## config.mk

```make
export PLATFORM = sky130hd
export DESIGN_NAME = bg_write_sched_flat
export DESIGN_NICKNAME = d
export VERILOG_FILES = /design/src/rtl/bg_write_sched_if.sv /design/src/rtl/bg_write_sched.sv /design/src/flat_wrapper.sv
export SDC_FILE = /design/constraint.sdc
export NUM_CORES = 1
export LEC_CHECK = 0
export BUFFER_PORTS_ARGS = -buffer_cell sky130_fd_sc_hd__buf_4
export CAP_MARGIN = 5
export CORE_AREA = 4 4 142 144
export DETAILED_ROUTE_END_ITERATION = 6
export DIE_AREA = 0 0 146 148
export PLACE_DENSITY = 0.68
export SETUP_SLACK_MARGIN = 0.2
export SLEW_MARGIN = 20
export SYNTH_ARGS = -nofsm -noshare
export SYNTH_HDL_FRONTEND = slang
export SYNTH_SLANG_ARGS = --single-unit
```

## constraint.sdc

```tcl
create_clock -name clk -period 12.2 [get_ports clk]
set_input_delay 0 -clock clk [delete_from_list [all_inputs] [get_ports clk]]
set_output_delay 0 -clock clk [all_outputs]
set_load 0.02 [all_outputs]
```

## src/rtl/bg_write_sched_if.sv

```systemverilog
// Producer-side write request bundle for the background tile-RAM write scheduler.
interface bg_write_sched_if #(
  parameter int NUM_CH = 6,
  parameter int ADDR_W = 16,
  parameter int DATA_W = 32
);
  logic [NUM_CH-1:0]        req_valid;
  logic [NUM_CH*ADDR_W-1:0] req_addr;
  logic [NUM_CH*DATA_W-1:0] req_data;
  logic [NUM_CH-1:0]        req_ready;

  modport master (output req_valid, req_addr, req_data, input req_ready);
  modport slave  (input req_valid, req_addr, req_data, output req_ready);
endinterface

```

## src/rtl/bg_write_sched.sv

```systemverilog
// Round-robin time-sliced arbiter for the background tile-RAM write port, with a full-map clear sweep.
// Optional macro BG_SCHED_SKIP_IDLE_EN: a slot whose owner has no valid request ends immediately.
module bg_write_sched #(
  parameter int NUM_CH = 6,
  parameter int ADDR_W = 16,
  parameter int DATA_W = 32,
  parameter int DEPTH  = 1200,
  parameter int SLOT_W = 12
) (
  input  logic              clk,
  input  logic              reset,
  input  logic [SLOT_W-1:0] slot_len,
  bg_write_sched_if.slave   req,
  input  logic              clear_start,
  output logic              clear_busy,
  output logic [ADDR_W-1:0] ram_addr,
  output logic [DATA_W-1:0] ram_data,
  output logic              ram_we,
  output logic [3:0]        cur_ch,
  output logic              round_done
);
  typedef enum logic {SERVE, CLEAR} state_t;

  state_t            state;
  logic [SLOT_W-1:0] slot_cnt;
  logic [SLOT_W-1:0] len_q;
  logic [SLOT_W-1:0] len_now;
  logic [SLOT_W-1:0] eff_len;
  logic [ADDR_W-1:0] clr_ptr;
  logic [ADDR_W-1:0] sel_addr;
  logic [DATA_W-1:0] sel_data;
  logic              cur_valid;
  logic              hs;
  logic              slot_end;
  logic              last_ch;
  logic [3:0]        next_ch;

  always_comb begin
    cur_valid = 1'b0;
    sel_addr  = '0;
    sel_data  = '0;
    for (int k = 0; k < NUM_CH; k++) begin
      if (cur_ch == 4'(k)) begin
        cur_valid = req.req_valid[k];
        sel_addr  = req.req_addr[k*ADDR_W +: ADDR_W];
        sel_data  = req.req_data[k*DATA_W +: DATA_W];
      end
    end

    // Slot length is taken live at the slot's first cycle and held for the rest of it.
    len_now = (slot_len == '0) ? SLOT_W'(1) : slot_len;
    eff_len = (slot_cnt == '0) ? len_now : len_q;

    hs = (state == SERVE) && cur_valid && !reset;
`ifdef BG_SCHED_SKIP_IDLE_EN
    slot_end = (slot_cnt == eff_len - SLOT_W'(1)) || !cur_valid;
`else
    slot_end = (slot_cnt == eff_len - SLOT_W'(1));
`endif
    last_ch = (cur_ch == 4'(NUM_CH - 1));
    next_ch = last_ch ? 4'd0 : cur_ch + 4'd1;

    round_done = (state == SERVE) && slot_end && last_ch && !reset;

    req.req_ready = '0;
    for (int k = 0; k < NUM_CH; k++) begin
      if (cur_ch == 4'(k)) req.req_ready[k] = hs;
    end
  end

  always_ff @(posedge clk or posedge reset) begin
    if (reset) begin
      state      <= SERVE;
      cur_ch     <= '0;
      slot_cnt   <= '0;
      len_q      <= '0;
      clr_ptr    <= '0;
      ram_we     <= 1'b0;
      ram_addr   <= '0;
      ram_data   <= '0;
      clear_busy <= 1'b0;
    end else begin
      ram_we <= 1'b0;
      case (state)
        SERVE: begin
          if (hs) begin
            ram_we   <= 1'b1;
            ram_addr <= sel_addr;
            ram_data <= sel_data;
          end
          if (slot_cnt == '0) len_q <= len_now;
          if (clear_start) begin
            state      <= CLEAR;
            clear_busy <= 1'b1;
            clr_ptr    <= '0;
          end else if (slot_end) begin
            slot_cnt <= '0;
            cur_ch   <= next_ch;
          end else begin
            slot_cnt <= slot_cnt + SLOT_W'(1);
          end
        end
        CLEAR: begin
          ram_we   <= 1'b1;
          ram_addr <= clr_ptr;
          ram_data <= '0;
          if (clr_ptr == ADDR_W'(DEPTH - 1)) begin
            clr_ptr    <= '0;
            clear_busy <= 1'b0;
            state      <= SERVE;
            cur_ch     <= '0;
            slot_cnt   <= '0;
          end else begin
            clr_ptr <= clr_ptr + ADDR_W'(1);
          end
        end
        default: state <= SERVE;
      endcase
    end
  end
endmodule

```

## src/flat_wrapper.sv

```systemverilog
// flat-port wrapper written by rule: the top's interface ports become plain ports
module bg_write_sched_flat 
#(
  parameter int NUM_CH = 6,
  parameter int ADDR_W = 16,
  parameter int DATA_W = 32,
  parameter int DEPTH  = 1200,
  parameter int SLOT_W = 12
)
  (clk, reset, slot_len, clear_start, clear_busy, ram_addr, ram_data, ram_we, cur_ch, round_done, req_req_valid, req_req_addr, req_req_data, req_req_ready);
  bg_write_sched_if #(.NUM_CH(NUM_CH), .ADDR_W(ADDR_W), .DATA_W(DATA_W)) req_i ();
  input  logic clk;
  input  logic reset;
  input  logic [SLOT_W-1:0] slot_len;
  input  logic clear_start;
  output logic clear_busy;
  output logic [ADDR_W-1:0] ram_addr;
  output logic [DATA_W-1:0] ram_data;
  output logic ram_we;
  output logic [3:0] cur_ch;
  output logic round_done;
  input wire logic [$bits(req_i.req_valid)-1:0] req_req_valid;
  input wire logic [$bits(req_i.req_addr)-1:0] req_req_addr;
  input wire logic [$bits(req_i.req_data)-1:0] req_req_data;
  output wire logic [$bits(req_i.req_ready)-1:0] req_req_ready;
  assign req_i.req_valid = req_req_valid;
  assign req_i.req_addr = req_req_addr;
  assign req_i.req_data = req_req_data;
  assign req_req_ready = req_i.req_ready;
  bg_write_sched #(.NUM_CH(NUM_CH), .ADDR_W(ADDR_W), .DATA_W(DATA_W), .DEPTH(DEPTH), .SLOT_W(SLOT_W)) u_core (.clk(clk), .reset(reset), .slot_len(slot_len), .req(req_i), .clear_start(clear_start), .clear_busy(clear_busy), .ram_addr(ram_addr), .ram_data(ram_data), .ram_we(ram_we), .cur_ch(cur_ch), .round_done(round_done));
endmodule
```

==> out/results.md, run 1 <==
| Item | Reported |
|:---|:---|
| Type of the worst setup path | flop to flop |
| Initial antenna violation count | 13 |
| Top cell type's share of synthesized area | 0.3363 |
| Number of buffers inserted for hold repair after clock tree synthesis | 26 |
| Setup-failing EPs final | 0 |
| Number of global-route vias before repair | 8154 |
| Buffer depth of the longest clock path | 2 |
| Vias post-DR | 8352 |
| Crit path capture type | flop |
| Final-report max-slew violation count | 0 |
| Root Buffer Master | sky130_fd_sc_hd__clkbuf_16 |
| Run status | complete, no violations |
| Final period util | 0.3988 |
| Worst reg-to-reg setup slack | 7.33 ns |
| Average size of a mapped cell | 8.376 um^2 |
| Clock tree from TritonCTS | yes |
| DRT antenna net count | 0 |
| Setup Total Neg Slack | 0 ns |
| Clock network latency to the later pin of the worst-skew pair | 0.35 ns |
| Post-synth EDFFs | 0 |
| Post-DP HPWL | 25630 um |
| Highest ir drop seen on vdd | 0.1022 mV |
| Number of H-tree branching levels | 3 |
| Final Skew | 0.006954 ns |
| Number of search-and-repair iterations in the first detailed-routing pass | 5 |
| Gp weighted congestion | 0.9476 |
| Hold Fails Final Rpt | 0 |
| Synth Cell Area | 0.007069 mm^2 |
| Io pins | 370 |
| Clock net sink count | 95 |
| Die height | 148 um |
| Cells taking the most area after synthesis | sky130_fd_sc_hd__dfrtp_1 34%, sky130_fd_sc_hd__mux2i_1 6.4%, sky130_fd_sc_hd__nand2_1 6.1% |
| Final instance count without filler cells | 1433 |
| Most used flip-flop cell after synthesis | sky130_fd_sc_hd__dfrtp_1 |
| Total Routed Length | 33560 um |
| Fraction of final layout cells sized beyond drive strength 1 | 0.3715 |
| Total of fill cells in the finished design | 1764 |
| Synthesis-stage register bit count | 95 |
| Data arrival, critical path | 5.06 ns |
| Highest Clock Rate | 205.5 MHz |
| Sequential element share of the synthesized area | 0.3363 |
| Total Routing Usage GR | 0.2977 |
| Distinct cell type count of the synthesized netlist | 63 |
| Port-buffer cells | 369 |
| Setup bufs post-CTS | 0 |
| FF/Latch Area | 0.002384 mm^2 |
| PD cells | 87.96 mW/mm^2 |
| Max-capacitance violation count | 0 |
| Clock slew at the register clock pins of the worst setup and hold paths | 0.07 ns |
| Chip width | 146 um |
| Worst-path fanout max | 17 |
| Kind of start point of the critical path | flop |
| Initial detailed-routing violation count | 702 |
| Wire length per cell | 23.42 um |
| Global-route wire length before repair | 49670 um |
| Routed via count divided by cell count | 5.828 |
| Overall die area | 0.02161 mm^2 |
| Required time worst endpoint | 12.39 ns |
| Synth-to-layout area growth | 48.74% |
| Post-Syn Instances | 844 |
| RSZ-0062 raised after global routing | false |
| Number of CTS-inserted buffers | 9 |
| Min cycle time layout | 4.866 ns |
| Area of the core | 0.01871 mm^2 |
| FFs w/ async S/R, synth | 1.000 |
| Layout net count | 1503 |
| Placed cell count | 1387 |
| Synthesized netlist net count | 1157 |
| Maximum number of pins on one net before global-route repair | 71 |
| Cell type contributing the most total cell area after synthesis | sky130_fd_sc_hd__dfrtp_1 |
| # rows | 50 |
| Resized Gates After CTS | 0 |
| Number of remaining DRC errors | 0 |
| Relative slew margins | 0.2754 |
| Leak Pwr | 0.004602 uW |
| Area used by multi-input combinational logic | 0.004377 mm^2 |
| Slew at the pin with the worst max-slew slack | 1.084 ns |
| Overflow after GRT | 0 |
| Starting utilization of the core area | 0.3779 |
| Path type of the worst min-delay path | input port to flop |
| Yosys Warn Count | 0 |
==> cells in the final DEF, fill, tap and decap left out, drive strengths merged, types with 16 or more instances in the layout <==
master / n
buf: 378
nand2: 115
dfrtp: 95
o21ai: 80
nor2: 71
a21oi: 57
mux2i: 46
a22oi: 36
dlygate4sd3: 26
nand3: 23
inv: 19
a31oi: 17
a22o: 17
o2111ai: 16
mux2: 16
==> report_power, final <==
group | switching, uW | leakage [uW] | internal, uW
clock | 136 | 0.000141 | 143
sequential | 48.8 | 0.00122 | 349
combinational | 110 | 0.00324 | 138
==> cells by family after synthesis <==
group,count (synthesis),synth area share
flops,95,0.3363
buf+inv,85,0.04850
xor+xnor,23,0.02850
fa+ha+maj,4,0.007080
compound gates,265,0.2418
simple gates,300,0.2136
mux,72,0.1242
==> through the flow <==
step           power (uW)  instance area [um^2]  worst slack (ns)    util  hold WS (ns)
2_1_floorplan       501.6                  7069             8.222       -       0.08907
3_3_place_gp        638.3                  9953             7.481  0.5321        0.1208
3_5_place_dp        642.2                  9953             7.390  0.5321        0.1252
4_1_cts             932.9                 10510             7.367  0.5616      0.002225
5_1_grt             974.3                 10510             6.961  0.5616       0.03296
6_report            924.9                 10520             7.334  0.5621       0.01753
==> routing by layer <==
layer  global-route usage  up-vias  wire, um
met1               0.3951     3987     13700
met3               0.1223       48      4055
li1                     -     3852         -
met5                    0        -       149
met2               0.4606      443     15120
met4              0.06162       22       535
==> synthesized netlist by cell type (16+ instances only) <==
library cell and count:
sky130_fd_sc_hd__a21oi_1 56, sky130_fd_sc_hd__nand3_1 22, sky130_fd_sc_hd__nand2_1 115, sky130_fd_sc_hd__mux2_2 16, sky130_fd_sc_hd__o2111ai_1 16, sky130_fd_sc_hd__a22oi_1 36, sky130_fd_sc_hd__a22o_1 17, sky130_fd_sc_hd__a31oi_1 17
sky130_fd_sc_hd__mux2i_1 45, sky130_fd_sc_hd__dfrtp_1 95, sky130_fd_sc_hd__clkbuf_1 57, sky130_fd_sc_hd__o21ai_0 80, sky130_fd_sc_hd__nor2_1 70, sky130_fd_sc_hd__inv_1 16
==> sequential cells by signal (all words and copies together) (netlist names) <==
name	count
u_core.ram_addr	16
u_core.ram_we	1
u_core.clear_busy	1
u_core.cur_ch	4
u_core.clr_ptr	16
u_core.len_q	12
u_core.slot_cnt	12
u_core.state	1
u_core.ram_data	32
==> critical path, stage by stage (launching register included) <==
cell and delay (ns):
sky130_fd_sc_hd__dfrtp_1 0.43, sky130_fd_sc_hd__inv_1 0.13, sky130_fd_sc_hd__ha_1 0.18, sky130_fd_sc_hd__or4b_1 0.56, sky130_fd_sc_hd__nor3_4 0.69, sky130_fd_sc_hd__mux2i_1 0.39
sky130_fd_sc_hd__ha_1 0.30, sky130_fd_sc_hd__nand2b_1 0.11, sky130_fd_sc_hd__nor4_1 0.18, sky130_fd_sc_hd__mux2i_1 0.20, sky130_fd_sc_hd__a21oi_1 0.21, sky130_fd_sc_hd__and3_1 0.17
sky130_fd_sc_hd__o22ai_1 0.15, sky130_fd_sc_hd__nor4_4 0.56, sky130_fd_sc_hd__o21a_1 0.34, sky130_fd_sc_hd__a21oi_1 0.11
==> cell type report <==
class	instances	area share
Antenna cell	4	0.0009519
Clock buffer	9	0.02142
Clock inverter	7	0.006307
Inverter	16	0.005950
Multi-Input combinational cell	664	0.4162
Sequential cell	95	0.2267
Tap cell	234	0.02784
Timing Repair Buffer	404	0.2946
==> path summary, 6_finish.rpt <==
check                                                 from                         endpoint  cells after the start
setup / recovery            u_core.slot_cnt[0]$_DFFE_PP0P_     u_core.cur_ch[0]$_DFFE_PP0P_                     15
hold / removal                           req_req_data[157]  u_core.ram_data[29]$_DFFE_PP0P_                      3
setup reg to reg            u_core.slot_cnt[0]$_DFFE_PP0P_     u_core.cur_ch[0]$_DFFE_PP0P_                     15
hold reg to reg            u_core.ram_data[17]$_DFFE_PP0P_  u_core.ram_data[17]$_DFFE_PP0P_                      2
max in group asynchronous                            reset     u_core.cur_ch[1]$_DFFE_PP0P_                      4
min in group asynchronous                            reset      u_core.len_q[8]$_DFFE_PP0N_                      3
Power figures use the tool's default switching activity.
==> inputs of run 2 (changes only) <==
- ABC_AREA: default -> 1
- CORE_AREA: 4 4 142 144 -> 4 4 140 142
- DIE_AREA: 0 0 146 148 -> 0 0 144 146
- PLACE_DENSITY: 0.68 -> 0.71
- clock period: 12.2 -> 4.89 ns (I/O delays scaled with it)
==> run 2 against run 1 <==
Via count is 11% higher. Clock power grew to 2.8 times the previous value. Clock skew increased by 0.0038 ns. First-iteration DRC count rose by 32%. Area after synthesis rose by 1.8%. Critical endpoint is now round_done. Largest cell class unchanged. Highest routed layer unchanged. Sequential share of layout area shrank 0.34 points. Global-route usage grew 5.5 points. Worst hold slack got worse by 0.016 ns.
==> out/results.md, run 2 <==
| Item | Reported | Delta |
|:---|:---|:---|
| Run status | complete, no violations |  |
| Port-buffer cells | 369 | unchanged |
| Cells taking the most area after synthesis | sky130_fd_sc_hd__dfrtp_1 33%, sky130_fd_sc_hd__nand2_1 15%, sky130_fd_sc_hd__nand3_1 11% |  |
| Number of CTS-inserted buffers | 9 | unchanged |
| Worst path slowest cell | sky130_fd_sc_hd__dfrtp_1 |  |
| Yosys Warn Count | 0 | unchanged |
| Most used flip-flop cell after synthesis | sky130_fd_sc_hd__dfrtp_1 |  |
| Global-route wire length before repair | 55690 um | +12% |
| Instance area at placement | 0.01014 mm^2 | +1.9% |
| Top sig layer | met5 |  |
| Amount of wire on met2 after detailed routing | 17180 um | +14% |
| Synthesized netlist net count | 1372 | +19% |
| Setup Total Neg Slack | 0 ns | unchanged |
| Register containing the most flip-flops in the final layout | u_core.ram_data |  |
| Post-route standard cell area excluding fillers | 0.01065 mm^2 | +1.3% |
| PD cells | 386.1 mW/mm^2 | +340% |
| Number of global-route vias before repair | 9165 | +12% |
| Sequential element share of the synthesized area | 0.3304 | -0.005848 |
| Final-report max-slew violation count | 0 | unchanged |
| Crit path capture type | output pin |  |
| Total of fill cells in the finished design | 1802 | +2.2% |
| Buffer depth of the longest clock path | 2 | unchanged |
| Maximum number of pins on one net before global-route repair | 63 | -11% |
| Layout net count | 1720 | +14% |
| Die height | 146 um | -1.4% |
| Clock tree from TritonCTS | yes |  |
| Starting utilization of the core area | 0.3898 | +0.01190 |
| Type of the worst setup path | flop to output pin |  |
| Vias post-DR | 9284 | +11% |
| DRT antenna net count | 0 | unchanged |
| Most instantiated cells after synthesis | 292 x sky130_fd_sc_hd__nand2_1, 161 x sky130_fd_sc_hd__nand3_1, 95 x sky130_fd_sc_hd__dfrtp_1 |  |
| Io pins | 370 | unchanged |
| Fraction of final layout cells sized beyond drive strength 1 | 0.3279 | -0.04364 |
| FF/Latch Area | 0.002377 mm^2 | -0.26% |
| Synthesis-stage register bit count | 95 | unchanged |
| Initial detailed-routing violation count | 924 | +32% |
| Hold Fails Final Rpt | 0 | unchanged |
| RR Startpoint | u_core.slot_cnt[0]$_DFFE_PP0P_ |  |
| Worst-path fanout max | 7 | -10 |
| Max-capacitance violation count | 0 | unchanged |
| Overall die area | 0.02102 mm^2 | -2.7% |
| Highest ir drop seen on vdd | 0.2374 mV | +130% |
| Launch point of the critical path | u_core.slot_cnt[0]$_DFFE_PP0P_ |  |
| Post-synth EDFFs | 0 | unchanged |
| Highest Clock Rate | 280.4 MHz |  |
| Chip width | 144 um | -1.4% |
| Initial antenna violation count | 7 | -6 |
| Clock slew at the register clock pins of the worst setup and hold paths | 0.08 ns | about the same |
| Largest registers | u_core.ram_data (32), u_core.clr_ptr (16), u_core.ram_addr (16) |  |
| Distinct cell type count of the synthesized netlist | 43 | -32% |
| Kind of start point of the critical path | flop |  |
| Most frequently used cell type in the post-synthesis netlist | sky130_fd_sc_hd__nand2_1 |  |
| Leak Pwr | 0.005345 uW | +16% |
| Total Routed Length | 38170 um | +14% |
| Commonest non-fill, non-tap cell in the layout | sky130_fd_sc_hd__buf_4 |  |
| Synth Cell Area | 0.007194 mm^2 | +1.8% |
| Cell class contributing the biggest share of worst-path delay | simple AND/OR/NAND/NOR gates |  |
| Wire length per cell | 23.16 um | -1.1% |
| Required time worst endpoint | 4.89 ns | -7.50 ns |
| Resized Gates After CTS | 0 | unchanged |
| Worst Min Path Start | req_req_data[175] |  |
| Sum of buffers and inverters on the critical path | 3 | +2 |
| Clock net sink count | 95 | unchanged |
| Min cycle time layout | 3.566 ns |  |
| Met3 wire len | 4087 um | +0.79% |
| Crit path largest cell delay | 0.40 ns | -0.29 ns |
| Relative slew margins | 0.3612 | +0.08585 |
| Number of search-and-repair iterations in the first detailed-routing pass | 5 | unchanged |
| Path type of the worst min-delay path | input port to flop |  |
| Slew at the pin with the worst max-slew slack | 0.9546 ns | -0.1297 ns |
| Average size of a mapped cell | 6.794 um^2 | -19% |
| Cells along the critical path | inv_1 > ha_1 > nand3_1 > nor2_1 > nand2_2 > nand2_1 > nand2_2 > ha_1 > nand3_1 > nor2_4 > nand2_2 > xnor3_1 > inv_1 > nand2_1 > nor2_1 > nand4_1 > nor2_1 > buf_4 |  |
| Root Buffer Master | sky130_fd_sc_hd__clkbuf_16 |  |
| Clock network latency to the later pin of the worst-skew pair | 0.36 ns | about the same |
| Data arrival, critical path | 3.57 ns | -1.49 ns |
| Area used by multi-input combinational logic | 0.004275 mm^2 | -2.3% |
| Synth-to-layout area growth | 48.02% |  |
| Routed via count divided by cell count | 5.633 | -3.3% |
| Cell type contributing the most total cell area after synthesis | sky130_fd_sc_hd__dfrtp_1 |  |
| Sum of routed wire segments on met1 | 15250 um | +11% |
| Top cell type's share of synthesized area | 0.3304 | -0.005848 |
| Final Skew | 0.01073 ns | +0.003777 ns |
| Total Routing Usage GR | 0.3529 | +0.05520 |
| Setup-failing EPs final | 0 | unchanged |
| Number of remaining DRC errors | 0 | unchanged |
| Number of H-tree branching levels | 3 | unchanged |
| Top library cells by usage in the layout, fill and taps aside | 384 x sky130_fd_sc_hd__buf_4, 292 x sky130_fd_sc_hd__nand2_1, 161 x sky130_fd_sc_hd__nand3_1 |  |
| Final period util | 0.7293 |  |
| FFs w/ async S/R, synth | 1.000 | unchanged |
| RSZ-0062 raised after global routing | false |  |
| # rows | 50 | unchanged |
| Post-Syn Instances | 1059 | +25% |
| Flip-flop count of the largest register after layout | 32 | unchanged |
| Overflow after GRT | 0 | unchanged |
| Post-DP HPWL | 30320 um | +18% |
| Area of the core | 0.01846 mm^2 | -1.3% |
| Gp weighted congestion | 1.016 | +7.2% |
run 2: cell count changes after synthesis, moves of 27 or more:
cell / before / now
sky130_fd_sc_hd__a221oi_1: 4 / 31
sky130_fd_sc_hd__a22oi_1: 36 / 0
sky130_fd_sc_hd__inv_1: 16 / 70
sky130_fd_sc_hd__mux2i_1: 45 / 0
sky130_fd_sc_hd__nand2_1: 115 / 292
sky130_fd_sc_hd__nand3_1: 22 / 161
run 2: final timing paths:
| kind | slack, ns | cells after the start | end |
|---|---|---|---|
| max | 1.32 | 18 | round_done |
| min | 0.001 | 3 | u_core.ram_data[15]$_DFFE_PP0P_ |
| max reg2reg | 1.47 | 18 | u_core.slot_cnt[6]$_DFFE_PP0P_ |
| min reg2reg | 0.49 | 2 | u_core.ram_data[2]$_DFFE_PP0P_ |
| max in group asynchronous | 3.44 | 4 | u_core.ram_data[25]$_DFFE_PP0P_ |
| min in group asynchronous | 0.29 | 3 | u_core.len_q[4]$_DFFE_PP0N_ |
run 2: logic make-up (layout without fill, tap and decap cells):
family | Yosys count | after routing | synth area share
XOR/XNOR | 21 | 21 | 0.02748
other | 0 | 2 | 0
buffers and inverters | 147 | 500 | 0.07948
adder cells (fa/ha/maj) | 4 | 4 | 0.006957
AND/OR/NAND/NOR | 586 | 586 | 0.3755
flip-flops | 95 | 95 | 0.3304
AO/OA/AOI/OAI | 206 | 206 | 0.1802
run 2: power by group:
group          internal [uW]  switching (uW)
registers                929             142
clock network            410             363
logic                    826            1440
total                   2160            1950
run 2: cell type report:
type / instances / share of cell area
flip-flops and latches: 95 / 0.2232
clock inverters: 7 / 0.008107
diodes: 2 / 0.0004700
repair buffers: 403 / 0.2886
inverters: 81 / 0.02949
clock buffers: 9 / 0.02115
multi-input cells: 817 / 0.4015
well taps: 234 / 0.02749
run 2: worst reg2reg max path, delay by kind of cell, from the launching register on:
kind          cells  cell delay [ns]
buf+inv           2             0.31
xor+xnor          1             0.24
flops             1             0.40
fa+ha+maj         2             0.47
simple gates     13             1.88
run 2: timing repair:
| item | 4_1_cts | 5_1_grt |
|---|---|---|
| endpoints found under the hold margin | 64 | 0 |
| setup buffers | 0 | 0 |
| hold buffers | 19 | 0 |
run 2: metrics by stage:
| stage | hold WS, ns | power, uW | utilization | setup slack (ns) | std cells |
|---|---|---|---|---|---|
| floorplan | 0.1820 | 2453 | - | 1.695 | 1059 |
| global placement | 0.1497 | 3293 | 0.5496 | 1.647 | 1611 |
| detailed placement | 0.1597 | 3303 | 0.5496 | 1.561 | 1611 |
| CTS | 0.0003150 | 4087 | 0.5767 | 1.386 | 1646 |
| global route | 0.008858 | 4387 | 0.5769 | 0.9796 | 1647 |
| finish | 0.001157 | 4112 | 0.5770 | 1.324 | 1648 |
run 2: layer usage:
layer  track usage  up-vias
met4        0.1323       12
li1              -     4331
met2        0.5535      529
met1        0.4554     4319
met3        0.1081       93
met5             0        -
==> inputs of run 3 (changes only) <==
- clock period: 4.89 -> 3.4 ns (I/O delays scaled with it)
==> run 3 against run 2 <==
Wire length is 0.24% higher. Design area is 1.7% higher. First-iteration DRC count is 0.97% lower. Sequential power is 44% higher. Power is 46% higher. Cell count is 0.91% higher. Largest power group unchanged. Via count is 1.2% higher. Core utilization is 1.0 points higher. Largest cell class unchanged. Critical path type unchanged. Worst setup slack worse by 0.96 ns. Sequential share of layout area is 0.38 points lower.
==> out/results.md, run 3 (synthesis gave the netlist of run 2 again) <==
| Item | Reported | Delta |
|:---|:---|:---|
| Chip width | 144 um | unchanged |
| Area of the core | 0.01846 mm^2 | unchanged |
| Highest Clock Rate | 329.2 MHz |  |
| Fraction of final layout cells sized beyond drive strength 1 | 0.3485 | +0.02059 |
| FF/Latch Area | 0.002377 mm^2 | unchanged |
| Final Skew | 0.01157 ns | +0.0008432 ns |
| Number of global-route vias before repair | 9076 | -0.97% |
| Port-buffer cells | 369 | unchanged |
| Highest ir drop seen on vdd | 0.3143 mV | +32% |
| Diode count | 0 | -2 |
| RR Startpoint | u_core.slot_cnt[3]$_DFFE_PP0P_ |  |
| RSZ-0062 raised after global routing | false |  |
| # rows | 50 | unchanged |
| Root Buffer Master | sky130_fd_sc_hd__clkbuf_16 |  |
| Minimum setup slack after placement | 0.2652 ns | -1.296 ns |
| DRT antenna net count | 0 | unchanged |
| Worst Min Path Start | req_req_data[183] |  |
| Clock net sink count | 95 | unchanged |
| Die height | 146 um | unchanged |
| Crit path capture | round_done |  |
| Final period util | 0.8934 |  |
| Initial detailed-routing violation count | 915 | -0.97% |
| PD cells | 556.0 mW/mm^2 | +44% |
| Commonest non-fill, non-tap cell in the layout | sky130_fd_sc_hd__buf_4 |  |
| Number of H-tree branching levels | 3 | unchanged |
| Vias post-DR | 9400 | +1.2% |
| Global-route wire length before repair | 55750 um | +0.11% |
| Largest registers | u_core.ram_data (32), u_core.clr_ptr (16), u_core.ram_addr (16) |  |
| Worst path depth | 17 | -1 |
| Post-DP HPWL | 30710 um | +1.3% |
| Initial antenna violation count | 2 | -5 |
| Number of CTS-inserted buffers | 9 | unchanged |
| Gp weighted congestion | 0.9767 | -3.9% |
| Clock tree from TritonCTS | yes |  |
| Layout net count | 1737 | +0.99% |
| Min cycle time layout | 3.038 ns |  |
| Routed via count divided by cell count | 5.652 | +0.34% |
| Hold Fails Final Rpt | 0 | unchanged |
| Crit path largest cell delay | 0.46 ns | +0.06 ns |
| Flip-flop count of the largest register after layout | 32 | unchanged |
| Relative slew margins | 0.4398 | +0.07851 |
| FF-to-FF path depth | 19 | +1 |
| Starting utilization of the core area | 0.3898 | unchanged |
| Clock slew at the register clock pins of the worst setup and hold paths | 0.08 ns | about the same |
| Worst path slowest cell | sky130_fd_sc_hd__dfrtp_1 |  |
| Overall die area | 0.02102 mm^2 | unchanged |
| Total Routing Usage GR | 0.3515 | -0.001404 |
| Slew at the pin with the worst max-slew slack | 0.8404 ns | -0.1142 ns |
| Number of search-and-repair iterations in the first detailed-routing pass | 6 | +1 |
| Setup-failing EPs final | 0 | unchanged |
| Worst hold margin | 0.001846 ns | +0.0006893 ns |
| Buffer depth of the longest clock path | 2 | unchanged |
| Capturing point of the worst reg2reg path | u_core.slot_cnt[11]$_DFFE_PP0P_ |  |
| Area used by multi-input combinational logic | 0.004342 mm^2 | +1.6% |
| Synth-to-layout area growth | 50.59% |  |
| Required time worst endpoint | 3.40 ns | -1.49 ns |
| Setup Total Neg Slack | 0 ns | unchanged |
| Overflow after GRT | 0 | unchanged |
| Final-report max-slew violation count | 0 | unchanged |
| Maximum number of pins on one net before global-route repair | 65 | +3.2% |
| Final critical-path setup slack | 0.3624 ns | -0.9611 ns |
| Crit path capture type | output pin |  |
| Total Routed Length | 38260 um | +0.24% |
| Io pins | 370 | unchanged |
| Launch point of the critical path | u_core.slot_cnt[3]$_DFFE_PP0P_ |  |
| Data arrival, critical path | 3.04 ns | -0.53 ns |
| Worst reg-to-reg setup slack | 0.54 ns | -0.93 ns |
| Path type of the worst min-delay path | input port to flop |  |
| Cell class contributing the biggest share of worst-path delay | simple AND/OR/NAND/NOR gates |  |
| Wire length per cell | 23.01 um | -0.66% |
| Clock network latency to the later pin of the worst-skew pair | 0.36 ns | about the same |
| Total of fill cells in the finished design | 1747 | -3.1% |
| Register containing the most flip-flops in the final layout | u_core.ram_data |  |
| Sum of buffers and inverters on the critical path | 3 | unchanged |
| Max-capacitance violation count | 0 | unchanged |
| Top library cells by usage in the layout, fill and taps aside | 403 x sky130_fd_sc_hd__buf_4, 291 x sky130_fd_sc_hd__nand2_1, 158 x sky130_fd_sc_hd__nand3_1 |  |
| Worst-path fanout max | 7 | unchanged |
| Kind of start point of the critical path | flop |  |
| Type of the worst setup path | flop to output pin |  |
| Run status | complete, no violations |  |
| Leak Pwr | 0.005443 uW | +1.8% |
| Cells along the critical path | inv_1 > nand3_1 > nor2_4 > nand2_2 > nand2_1 > nand2_4 > ha_4 > nand3_4 > nor2_4 > inv_1 > o21ai_0 > a21oi_1 > nand3_1 > nor2_1 > nand4_1 > nor2_1 > buf_4 |  |
| Number of remaining DRC errors | 0 | unchanged |
==> run 3: cell types whose count changed in the layout (fill, tap and decap cells not counted), sizes merged <==
cell / change
buf: +20
bufinv: -1
dlygate4sd3: -3
diode: -2
inv: +1
==> run 3: how the worst min path moves through the flow <==
stage,end,slack [ns],depth (start not counted)
2_1_floorplan,req_req_ready[5],0.18,2
3_3_place_gp,u_core.len_q[11]$_DFFE_PP0N_,0.11,2
3_5_place_dp,u_core.len_q[11]$_DFFE_PP0N_,0.12,2
4_1_cts,u_core.ram_data[24]$_DFFE_PP0P_,0.002,3
5_1_grt,u_core.ram_data[24]$_DFFE_PP0P_,0.009,3
6_report,u_core.ram_data[23]$_DFFE_PP0P_,0.002,3
==> run 3: area by class of cell <==
cell class | instances | share of cell area
clock inverters | 7 | 0.006814
repair buffers | 420 | 0.2959
well taps | 234 | 0.02702
clock buffers | 9 | 0.02079
inverters | 81 | 0.02933
flip-flops and latches | 95 | 0.2194
multi-input cells | 817 | 0.4007
==> run 3: power by group <==
| part | internal [uW] | switching [uW] |
|---|---|---|
| Combinational | 1310 | 2120 |
| Clock | 524 | 536 |
| Sequential | 1340 | 201 |
| Total | 3170 | 2860 |
==> run 3: what timing repair did <==
action | 4_1_cts | 5_1_grt
hold buffers | 16 | 0
pin swaps | 1 | 8
gates resized for setup | 2 | 17
endpoints found under the setup margin | 1 | 15
setup buffers | 2 | 8
hold endpoints to repair | 53 | 0
==> run 3: worst reg2reg max path: cells and delay by family, from the launching register on <==
kind	cells	cell delay [ns]
xor+xnor	1	0.14
fa+ha+maj	1	0.27
buf+inv	3	0.32
flops	1	0.46
simple gates	14	1.57
==> run 3: metrics by stage <==
stage	util	area, um^2	instances	total power (uW)
detailed placement	0.5543	10230	1621	4765
finish	0.5871	10830	1663	6023
floorplan	-	7194	1059	3528
CTS	0.5805	10710	1655	5870
global route	0.5871	10830	1663	6411
global placement	0.5532	10210	1620	4744
==> run 3: layer usage <==
metal	vias to the layer above	routed length, um	GRT usage	share of wire
met5	-	31	0	0.00081
met3	84	4126	0.09924	0.11
met4	4	1443	0.1163	0.038
met2	577	17600	0.5619	0.46
met1	4367	15060	0.4563	0.39
li1	4368	-	-	-
